[src/rtl/i2c_seq_ctrl_pkg.sv]
// Shared types and constants for the I2C transaction sequencer.
package i2c_seq_ctrl_pkg;

  localparam int ADDR_W = 7;
  localparam int BYTE_W = 8;
  localparam int LEN_W  = 4;
  localparam int CMD_W  = 3;

  // Bit-engine command encodings; 0 is the idle/reset value of eng_cmd.
  typedef enum logic [CMD_W-1:0] {
    CMD_NONE      = 3'd0,
    CMD_START     = 3'd1,
    CMD_WRITE     = 3'd2,
    CMD_READ_ACK  = 3'd3,
    CMD_READ_NACK = 3'd4,
    CMD_STOP      = 3'd5
  } eng_cmd_e;

  // Sequencer states; each non-IDLE state owns exactly one engine command.
  typedef enum logic [2:0] {
    ST_IDLE  = 3'd0,
    ST_START = 3'd1,
    ST_ADDR  = 3'd2,
    ST_WDATA = 3'd3,
    ST_RDATA = 3'd4,
    ST_STOP  = 3'd5
  } state_e;

  // First byte on the wire after START: 7-bit address then R/W bit.
  function automatic logic [BYTE_W-1:0] addr_byte(input logic [ADDR_W-1:0] addr,
                                                  input logic rw);
    return {addr, rw};
  endfunction

endpackage

[src/rtl/i2c_seq_ctrl_if.sv]
// Command/response bus between the sequencer (master) and the I2C bit engine (slave).
//
// Handshake: the master raises eng_cmd_valid for one cycle only while eng_ready
// is high and then holds eng_cmd/eng_wdata stable; the engine answers with a
// one-cycle eng_done, and eng_nack/eng_rdata are meaningful only in that cycle.
interface i2c_seq_ctrl_if;
  import i2c_seq_ctrl_pkg::*;

  logic [CMD_W-1:0]  eng_cmd;
  logic              eng_cmd_valid;
  logic [BYTE_W-1:0] eng_wdata;
  logic              eng_ready;
  logic              eng_done;
  logic              eng_nack;
  logic [BYTE_W-1:0] eng_rdata;

  modport master (
    output eng_cmd, eng_cmd_valid, eng_wdata,
    input  eng_ready, eng_done, eng_nack, eng_rdata
  );

  modport slave (
    input  eng_cmd, eng_cmd_valid, eng_wdata,
    output eng_ready, eng_done, eng_nack, eng_rdata
  );

endinterface

[src/rtl/i2c_seq_ctrl_wdog.sv]
// Per-command timeout counter: cleared when a command is issued, counts while
// the sequencer waits for eng_done, and saturates at TIMEOUT_CYC.
module i2c_seq_wdog #(
  parameter int TIMEOUT_CYC = 1023
) (
  input  logic clk,
  input  logic rst,
  input  logic clr,
  input  logic en,
  output logic expired
);

  localparam int CW = $clog2(TIMEOUT_CYC + 1);

  logic [CW-1:0] cnt;

  assign expired = (cnt == CW'(TIMEOUT_CYC));

  // Count wait cycles; holding at the limit keeps expired stable until cleared.
  always_ff @(posedge clk) begin
    if (rst || clr) begin
      cnt <= '0;
    end else if (en && !expired) begin
      cnt <= cnt + CW'(1);
    end
  end

endmodule

[src/rtl/i2c_seq_ctrl.sv]
// I2C transaction sequencer: turns one request (rw, addr, len) into the
// START / address / data / STOP command sequence for a bit-level engine.
//
// Handshakes: req is accepted on req_valid && req_ready; a write byte is
// consumed on wr_valid && wr_ready; rd_valid/done/nack_err/tmo_err are
// one-cycle pulses with no back-pressure.
module i2c_seq_ctrl
  import i2c_seq_ctrl_pkg::*;
#(
  parameter int TIMEOUT_CYC = 1023
) (
  input  logic              clk,
  input  logic              rst,
  input  logic              req_valid,
  output logic              req_ready,
  input  logic              req_rw,
  input  logic [ADDR_W-1:0] req_addr,
  input  logic [LEN_W-1:0]  req_len,
  input  logic [BYTE_W-1:0] wr_data,
  input  logic              wr_valid,
  output logic              wr_ready,
  output logic [BYTE_W-1:0] rd_data,
  output logic              rd_valid,
  output logic              busy,
  output logic              done,
  output logic              nack_err,
  output logic              tmo_err,
  output state_e            state_dbg,
  i2c_seq_ctrl_if.master    eng
);

  state_e            state;
  logic              rw_q;
  logic [ADDR_W-1:0] addr_q;
  logic [LEN_W-1:0]  cnt;
  logic              outstanding;  // command issued, eng_done not yet seen
  logic              nack_pend;    // NACK seen; reported with done after STOP
  logic              wait_done;
  logic              can_issue;
  logic              expired;

  // The issue cycle itself is excluded so a done can only answer a visible command.
  assign wait_done = outstanding && !eng.eng_cmd_valid;
  assign can_issue = !outstanding && eng.eng_ready;
  assign req_ready = !rst && (state == ST_IDLE) && !done && !nack_err && !tmo_err;
  assign wr_ready  = !rst && (state == ST_WDATA) && can_issue;
  assign state_dbg = state;

  i2c_seq_wdog #(.TIMEOUT_CYC(TIMEOUT_CYC)) u_wdog (
    .clk     (clk),
    .rst     (rst),
    .clr     (eng.eng_cmd_valid),
    .en      (wait_done),
    .expired (expired)
  );

  // Sequencer FSM: issue one command per state, then wait for its completion.
  always_ff @(posedge clk) begin
    if (rst) begin
      state             <= ST_IDLE;
      rw_q              <= 1'b0;
      addr_q            <= '0;
      cnt               <= '0;
      outstanding       <= 1'b0;
      nack_pend         <= 1'b0;
      busy              <= 1'b0;
      done              <= 1'b0;
      nack_err          <= 1'b0;
      tmo_err           <= 1'b0;
      rd_valid          <= 1'b0;
      rd_data           <= '0;
      eng.eng_cmd       <= CMD_NONE;
      eng.eng_cmd_valid <= 1'b0;
      eng.eng_wdata     <= '0;
    end else begin
      done              <= 1'b0;
      nack_err          <= 1'b0;
      tmo_err           <= 1'b0;
      rd_valid          <= 1'b0;
      eng.eng_cmd_valid <= 1'b0;

      if (wait_done && eng.eng_done) begin
        outstanding <= 1'b0;
        case (state)
          ST_START: state <= ST_ADDR;
          ST_ADDR: begin
            if (eng.eng_nack) begin
              nack_pend <= 1'b1;
              state     <= ST_STOP;
            end else if (cnt == '0) begin
              state <= ST_STOP;
            end else begin
              state <= rw_q ? ST_RDATA : ST_WDATA;
            end
          end
          ST_WDATA: begin
            if (cnt != '0) cnt <= cnt - 4'd1;
            if (eng.eng_nack) begin
              nack_pend <= 1'b1;
              state     <= ST_STOP;
            end else if (cnt == 4'd1) begin
              state <= ST_STOP;
            end
          end
          ST_RDATA: begin
            rd_data  <= eng.eng_rdata;
            rd_valid <= 1'b1;
            if (cnt != '0) cnt <= cnt - 4'd1;
            if (cnt == 4'd1) state <= ST_STOP;
          end
          ST_STOP: begin
            state     <= ST_IDLE;
            busy      <= 1'b0;
            done      <= 1'b1;
            nack_err  <= nack_pend;
            nack_pend <= 1'b0;
          end
          default: state <= ST_IDLE;
        endcase
      end else if (wait_done && expired) begin
        // Engine is stuck: abandon the transfer without trying to send STOP.
        state       <= ST_IDLE;
        outstanding <= 1'b0;
        nack_pend   <= 1'b0;
        busy        <= 1'b0;
        tmo_err     <= 1'b1;
      end else if (!outstanding) begin
        case (state)
          ST_IDLE: begin
            if (req_valid && req_ready) begin
              rw_q      <= req_rw;
              addr_q    <= req_addr;
              cnt       <= req_len;
              nack_pend <= 1'b0;
              busy      <= 1'b1;
              state     <= ST_START;
            end
          end
          ST_START: begin
            if (can_issue) begin
              eng.eng_cmd       <= CMD_START;
              eng.eng_cmd_valid <= 1'b1;
              outstanding       <= 1'b1;
            end
          end
          ST_ADDR: begin
            if (can_issue) begin
              eng.eng_cmd       <= CMD_WRITE;
              eng.eng_wdata     <= addr_byte(addr_q, rw_q);
              eng.eng_cmd_valid <= 1'b1;
              outstanding       <= 1'b1;
            end
          end
          ST_WDATA: begin
            if (wr_valid && wr_ready) begin
              eng.eng_cmd       <= CMD_WRITE;
              eng.eng_wdata     <= wr_data;
              eng.eng_cmd_valid <= 1'b1;
              outstanding       <= 1'b1;
            end
          end
          ST_RDATA: begin
            if (can_issue) begin
              eng.eng_cmd       <= (cnt == 4'd1) ? CMD_READ_NACK : CMD_READ_ACK;
              eng.eng_cmd_valid <= 1'b1;
              outstanding       <= 1'b1;
            end
          end
          ST_STOP: begin
            if (can_issue) begin
              eng.eng_cmd       <= CMD_STOP;
              eng.eng_cmd_valid <= 1'b1;
              outstanding       <= 1'b1;
            end
          end
          default: state <= ST_IDLE;
        endcase
      end
    end
  end

endmodule

[src/flat_wrapper.sv]
// flat-port wrapper written by rule: the top's interface ports become plain ports
module i2c_seq_ctrl_flat import i2c_seq_ctrl_pkg::*;
#(
  parameter int TIMEOUT_CYC = 1023
)
  (clk, rst, req_valid, req_ready, req_rw, req_addr, req_len, wr_data, wr_valid, wr_ready, rd_data, rd_valid, busy, done, nack_err, tmo_err, state_dbg, eng_eng_cmd, eng_eng_cmd_valid, eng_eng_wdata, eng_eng_ready, eng_eng_done, eng_eng_nack, eng_eng_rdata);
  i2c_seq_ctrl_if eng_i ();
  input  logic clk;
  input  logic rst;
  input  logic req_valid;
  output logic req_ready;
  input  logic req_rw;
  input  logic [ADDR_W-1:0] req_addr;
  input  logic [LEN_W-1:0] req_len;
  input  logic [BYTE_W-1:0] wr_data;
  input  logic wr_valid;
  output logic wr_ready;
  output logic [BYTE_W-1:0] rd_data;
  output logic rd_valid;
  output logic busy;
  output logic done;
  output logic nack_err;
  output logic tmo_err;
  output state_e state_dbg;
  output wire logic [$bits(eng_i.eng_cmd)-1:0] eng_eng_cmd;
  output wire logic [$bits(eng_i.eng_cmd_valid)-1:0] eng_eng_cmd_valid;
  output wire logic [$bits(eng_i.eng_wdata)-1:0] eng_eng_wdata;
  input wire logic [$bits(eng_i.eng_ready)-1:0] eng_eng_ready;
  input wire logic [$bits(eng_i.eng_done)-1:0] eng_eng_done;
  input wire logic [$bits(eng_i.eng_nack)-1:0] eng_eng_nack;
  input wire logic [$bits(eng_i.eng_rdata)-1:0] eng_eng_rdata;
  assign eng_eng_cmd = eng_i.eng_cmd;
  assign eng_eng_cmd_valid = eng_i.eng_cmd_valid;
  assign eng_eng_wdata = eng_i.eng_wdata;
  assign eng_i.eng_ready = eng_eng_ready;
  assign eng_i.eng_done = eng_eng_done;
  assign eng_i.eng_nack = eng_eng_nack;
  assign eng_i.eng_rdata = eng_eng_rdata;
  i2c_seq_ctrl #(.TIMEOUT_CYC(TIMEOUT_CYC)) u_core (.clk(clk), .rst(rst), .req_valid(req_valid), .req_ready(req_ready), .req_rw(req_rw), .req_addr(req_addr), .req_len(req_len), .wr_data(wr_data), .wr_valid(wr_valid), .wr_ready(wr_ready), .rd_data(rd_data), .rd_valid(rd_valid), .busy(busy), .done(done), .nack_err(nack_err), .tmo_err(tmo_err), .state_dbg(state_dbg), .eng(eng_i));
endmodule
[config.mk]
export PLATFORM = sky130hd
export DESIGN_NAME = i2c_seq_ctrl_flat
export DESIGN_NICKNAME = d
export VERILOG_FILES = /design/src/rtl/i2c_seq_ctrl_pkg.sv /design/src/rtl/i2c_seq_ctrl_if.sv /design/src/rtl/i2c_seq_ctrl_wdog.sv /design/src/rtl/i2c_seq_ctrl.sv /design/src/flat_wrapper.sv
export SDC_FILE = /design/constraint.sdc
export NUM_CORES = 1
export LEC_CHECK = 0
export CAP_MARGIN = 20
export CORE_MARGIN = 2
export CORE_UTILIZATION = 40
export CTS_CLUSTER_SIZE = 16
export DETAILED_ROUTE_END_ITERATION = 8
export PLACE_DENSITY = 0.66
export SYNTH_ARGS = -nofsm -noshare
export SYNTH_HDL_FRONTEND = slang
export SYNTH_SLANG_ARGS = --single-unit
[constraint.sdc]
create_clock -name clk -period 6.3 [get_ports clk]
set_clock_uncertainty 0.2 [all_clocks]
set_input_delay 1.26 -clock clk [delete_from_list [all_inputs] [get_ports clk]]
set_output_delay 1.26 -clock clk [all_outputs]
set_load 0.1 [all_outputs]
* Yosys cells after proc, flatten, opt, wreduce, memory -nomap -nowiden *
Index checks and enable logic that the tools add are counted.

storage, ports and cells
  bits in registers = 52
  input port bits = 35
  output and inout port bits = 30
  word-level logic and storage cells = 139

operators by class
  add/subtract/negate cells = 2
  eq/ne operators = 22
  muxes and demuxes = 48
  bitwise logic cells = 4
  reduce and logical (&&, ||, !) cells = 47

operators with widths
  cell                                                    count
  2-to-1 mux 3 bit                                        15
  2-to-1 mux 4 bit                                        7
  2-to-1 mux 1 bit                                        18
  2-to-1 mux 8 bit                                        2
  case mux 8 bit (2 select lines)                         1
  case mux 3 bit (5 select lines)                         1
  logical AND 1 bit                                       13
  case mux 3 bit (4 select lines)                         1
  AND reduction 6 bit                                     2
  adder 10 x 1 -> 10 bit (second input constant)          1
  equality test 10 bit (second input constant)            1
  inequality test 2 x 1 -> 1 bit (second input constant)  5
  inequality test 2 bit (second input constant)           5
  AND reduction 5 bit                                     2
  inequality test 3 bit (second input constant)           3
  AND reduction 9 bit                                     1
  OR reduction 2 bit                                      4
  OR reduction 4 bit                                      2
  logical NOT 1 bit                                       7
  equality test 3 x 2 -> 1 bit (second input constant)    2
  equality test 3 bit (second input constant)             2
  case mux 3 bit (2 select lines)                         1
  nonzero test 2 bit                                      3
  nonzero test 3 bit                                      2
  other kinds (17)                                        22

* Longest topological paths before layout *
  depth after elaboration = 11
  gate-level depth with buffers = 8
  depth with buffers taken out = 7

* By module *
From an unflattened synthesis, not the netlist that was laid out.

unflattened totals
  cell total of the unflattened synthesis = 308
  area total of the unflattened synthesis = 2562.5 um^2

modules (own cells, without submodules)
  module        times used  cells an instance  area each (um^2)
  i2c_seq_ctrl  1           240                1969.4
  i2c_seq_wdog  1           68                 593.1

* Least setup slack after synthesis *
OpenSTA, ideal clock, no wires.

  path type = input-to-output
  start = input rst
  end = output wr_ready
  arrival time = 3.852 ns
  path slack = 0.988 ns
  stages = 4
  buffers on the path = 3
  cells stage by stage = buf_6 > clkbuf_1 > clkbuf_1 > nor3_1

on the way
  cells in the longest elaborated chain, start to end = 3

RTL lines
  element                          RTL line            RTL
  start: declaration               flat_wrapper.sv:9   input logic rst;
  logical NOT 1 bit                i2c_seq_ctrl.sv:46  assign wr_ready = !rst && (state == ST_WDATA) && can_issue;
  logical AND 1 bit (2 in series)  i2c_seq_ctrl.sv:46
  end: declaration                 flat_wrapper.sv:17  output logic wr_ready;

Every way passes these cells.

* Final worst setup path *
  start = input rst
  end = output req_ready

on the way
  cells in the longest elaborated chain, start to end = 5

RTL lines
  element                          RTL line            RTL
  logical NOT 1 bit                i2c_seq_ctrl.sv:45  assign req_ready = !rst && (state == ST_IDLE) && !done && !nack_err && !tmo_err;
  logical AND 1 bit (4 in series)  i2c_seq_ctrl.sv:45
  end: declaration                 flat_wrapper.sv:11  output logic req_ready;

Every way passes these cells.

==> impl_metrics.json <==
{
  "number_of_standard_cells_in_the_final_layout_excluding_fillers": 436,
  "grt_start_max_net_pins": 46,
  "post_synth_and_or_nand_nor_area_fraction_pct": 27.1,
  "chipHeight_um": 83.3,
  "tritoncts": "yes",
  "detailedRoute.firstPassIterationCount": 4,
  "post_place_cells": 428,
  "io_buffers": 64,
  "antenna_violations_before_repair": 0,
  "met1_usage_pct": 24.9,
  "critPathKind": "input port to output pin",
  "drc_errors": 0,
  "power.static_leakage_nw": 1.19,
  "synth_top_family_by_area": "simple AND/OR/NAND/NOR gates",
  "final.min_clock_period_ns": 4.31,
  "gp_congestion": 0.815,
  "drive_above_1_share_pct": 5.54,
  "irDropWorstVdd_mv": 0.0936,
  "critical_path.slowest_cell": "sky130_fd_sc_hd__clkdlybuf4s50_1",
  "routed_wire_length_per_instance_um": 14.2,
  "cp_data_required_time_ns": 4.84,
  "critical-path-max-stage-delay_ns": 0.40,
  "core_area_um2": 5990,
  "slew_viol_final": 0,
  "critPathLaunchType": "input port",
  "global_route_wire_length_before_repair_mm": 10.6,
  "synth-warning-count": 0,
  "clock_slew_at_reported_path_ffs_ns": 0.09,
  "post_synth_mux_area_share_pct": 3.59,
  "worst_path_most_repeated_cell": "sky130_fd_sc_hd__buf_4",
  "n_antenna_cell": 0,
  "yosysSeqAreaShare_pct": 41.4,
  "cts.root.buffer_cell": "sky130_fd_sc_hd__clkbuf_8",
  "detail_route.vias_per_cell": 5.30,
  "rows": 28,
  "post-route-util_pct": 54.2,
  "die_w_um": 83.3,
  "worstSetupEndpointType": "output pin",
  "most-common-layout-cells": "sky130_fd_sc_hd__clkdlybuf4s50_1 (62), sky130_fd_sc_hd__dfxtp_1 (52), sky130_fd_sc_hd__nor2_1 (40)",
  "numClockSinks": 52,
  "insertion_delay_to_the_later_sink_of_the_worst_skew_pair_ns": 0.29,
  "synth_fp_nets": 347,
  "postCtsHoldBufs": 0,
  "max-clock-path-buffers": 2,
  "synth-edff-count": 0,
  "most_common_library_cell_in_the_layout_ignoring_fill_and_taps": "sky130_fd_sc_hd__clkdlybuf4s50_1",
  "timing.max_slew.rel_slack_pct": 34.0,
  "tritoncts.num_buffers": 5,
  "timing.critical_path.cells": "clkdlybuf4s50_1 -> buf_4 -> nor4_4 -> and3_1 -> buf_4",
  "hpwl_mm": 4.44,
  "compound_cell_area_share_of_the_yosys_netlist_pct": 17.8,
  "floorplan.initialDensity_pct": 41.9,
  "dominantRegCellSynth": "sky130_fd_sc_hd__dfxtp_1",
  "outcome": "finished, final reports clean",
  "critPathArrivalTime_ns": 2.85,
  "total_power_uw": 647,
  "htree_num_levels": 2,
  "timing.final.setup_violations": 0,
  "synth_area_um2": 2510,
  "post_synth_xor_area_fraction_pct": 2.09,
  "synth.lib_cells_used.distinct": 47,
  "timing.final.hold_violations": 0,
  "ioPinCount": 65,
  "setup-tns-final_ns": 0,
  "num-fill-cells": 579,
  "timing.final.crit_share_pct": 68.3,
  "final_antenna_net_count": 0,
  "ys_seq_elements": 52,
  "synthesis.area_per_instance_um2": 8.21,
  "first_global_vias": 2180,
  "gr-usage-met2_pct": 29.5,
  "synth_fa_ha_area_share_pct": 2.99,
  "synthToLayoutAreaGrowth_pct": 29.3,
  "unrepaired_setup_endpoints_after_global_routing": "false",
  "routed_wl_mm": 6.18,
  "post_cts_resized": 0,
  "grtUsageTotal_pct": 18.4,
  "area_of_the_multi_input_gates_um2": 1350,
  "worst_pin_slew_ns": 0.986,
  "netlist_instances": 306,
  "synth-async-reset-ratio_pct": 0,
  "postCtsSetupRepairBufs": 0,
  "crit_fanout": 45,
  "number_of_drc_markers_in_iteration_0": 114,
  "dieArea_um2": 6930,
  "final-seq-area_um2": 1040,
  "powerDensity_nw_per_um2": 199,
  "hold_path.class": "flop to flop",
  "total_number_of_nets_in_the_final_design": 401,
  "globalRouteOverflowTotal": 0,
  "gr-max-usage-layer": "met2",
  "use_met3_pct": 3.78,
  "via_count": 2310,
  "maxCapViolations": 0,
  "fmaxAchievable_mhz": 232
}
==> kinds of logic (layout without fill, tap and decap cells) <==
| group | Yosys count | after routing |
|---|---|---|
| XOR/XNOR | 6 | 6 |
| AO/OA/AOI/OAI | 69 | 69 |
| multiplexers | 9 | 9 |
| buffers and inverters | 26 | 81 |
| flip-flops | 52 | 52 |
| adder cells (fa/ha/maj) | 6 | 6 |
| AND/OR/NAND/NOR | 138 | 138 |
==> routing by layer <==
metal	up-vias	part of all wire, %
met2	55	46
li1	1185	-
met4	0	0.76
met5	-	0
met3	2	5.5
met1	1068	47
==> synth_stat cells (5+ instances only) <==
cell type / n / area, µm²
sky130_fd_sc_hd__and3_1: 5 / 31.3
sky130_fd_sc_hd__nand2_1: 37 / 139
sky130_fd_sc_hd__a21oi_1: 27 / 135
sky130_fd_sc_hd__nand2b_1: 7 / 43.8
sky130_fd_sc_hd__o21ai_0: 12 / 60.1
sky130_fd_sc_hd__nor2_1: 40 / 150
sky130_fd_sc_hd__clkbuf_1: 11 / 41.3
sky130_fd_sc_hd__a311oi_1: 9 / 78.8
sky130_fd_sc_hd__ha_1: 6 / 75.1
sky130_fd_sc_hd__mux2i_1: 9 / 90.1
sky130_fd_sc_hd__nor3_1: 7 / 35.0
sky130_fd_sc_hd__dfxtp_1: 52 / 1040
sky130_fd_sc_hd__nand3_1: 15 / 75.1
sky130_fd_sc_hd__inv_1: 8 / 30.0
==> worst max-delay path, delay by kind of cell <==
kind,cells,cell delay [ns]
simple gates,2,0.60
buf+inv,3,0.97
==> cell type report <==
type                            count  area share [%]
Timing Repair Buffer               65            19.8
Clock buffer                        7            2.66
Sequential cell                    52            32.0
Multi-Input combinational cell    228            41.5
Tap cell                           75            2.89
Clock inverter                      1           0.231
Inverter                            8           0.924
==> stage by stage <==
stage	setup slack, ns	instance area, µm²	hold WS, ns
after floorplan	0.988	2510	0.231
after global placement	2.01	3160	0.241
after detailed placement	1.99	3160	0.245
after CTS	2.00	3250	0.259
after global routing	1.90	3250	0.277
final	1.99	3250	0.259
==> flip-flops by register name (all words and copies together), names as in the netlist, 3 cells and up <==
| signal | flops |
|---|---|
| u_core.addr_q | 7 |
| u_core.cnt | 4 |
| u_core.eng.eng_cmd | 3 |
| u_core.eng.eng_wdata | 8 |
| u_core.rd_data | 8 |
| u_core.state_dbg | 3 |
| u_core.u_wdog.cnt | 10 |
==> where the power goes <==
group	leakage (nW)	internal, mW	switching [mW]	total, mW
Combinational	0.728	0.0426	0.0637	0.106
Clock	0.0445	0.0895	0.104	0.194
Sequential	0.421	0.337	0.0102	0.347
==> path summary, 6_finish.rpt <==
check | end | from | cells after the start | slack [ns]
max | req_ready | rst | 5 | 1.99
min | u_core.addr_q[6] | u_core.addr_q[6] | 2 | 0.26
max reg2reg | u_core.eng.eng_wdata[5] | u_core.state_dbg[1] | 5 | 3.72
min reg2reg | u_core.addr_q[6] | u_core.addr_q[6] | 2 | 0.26
No activity file was read; power rests on OpenSTA's default activity.
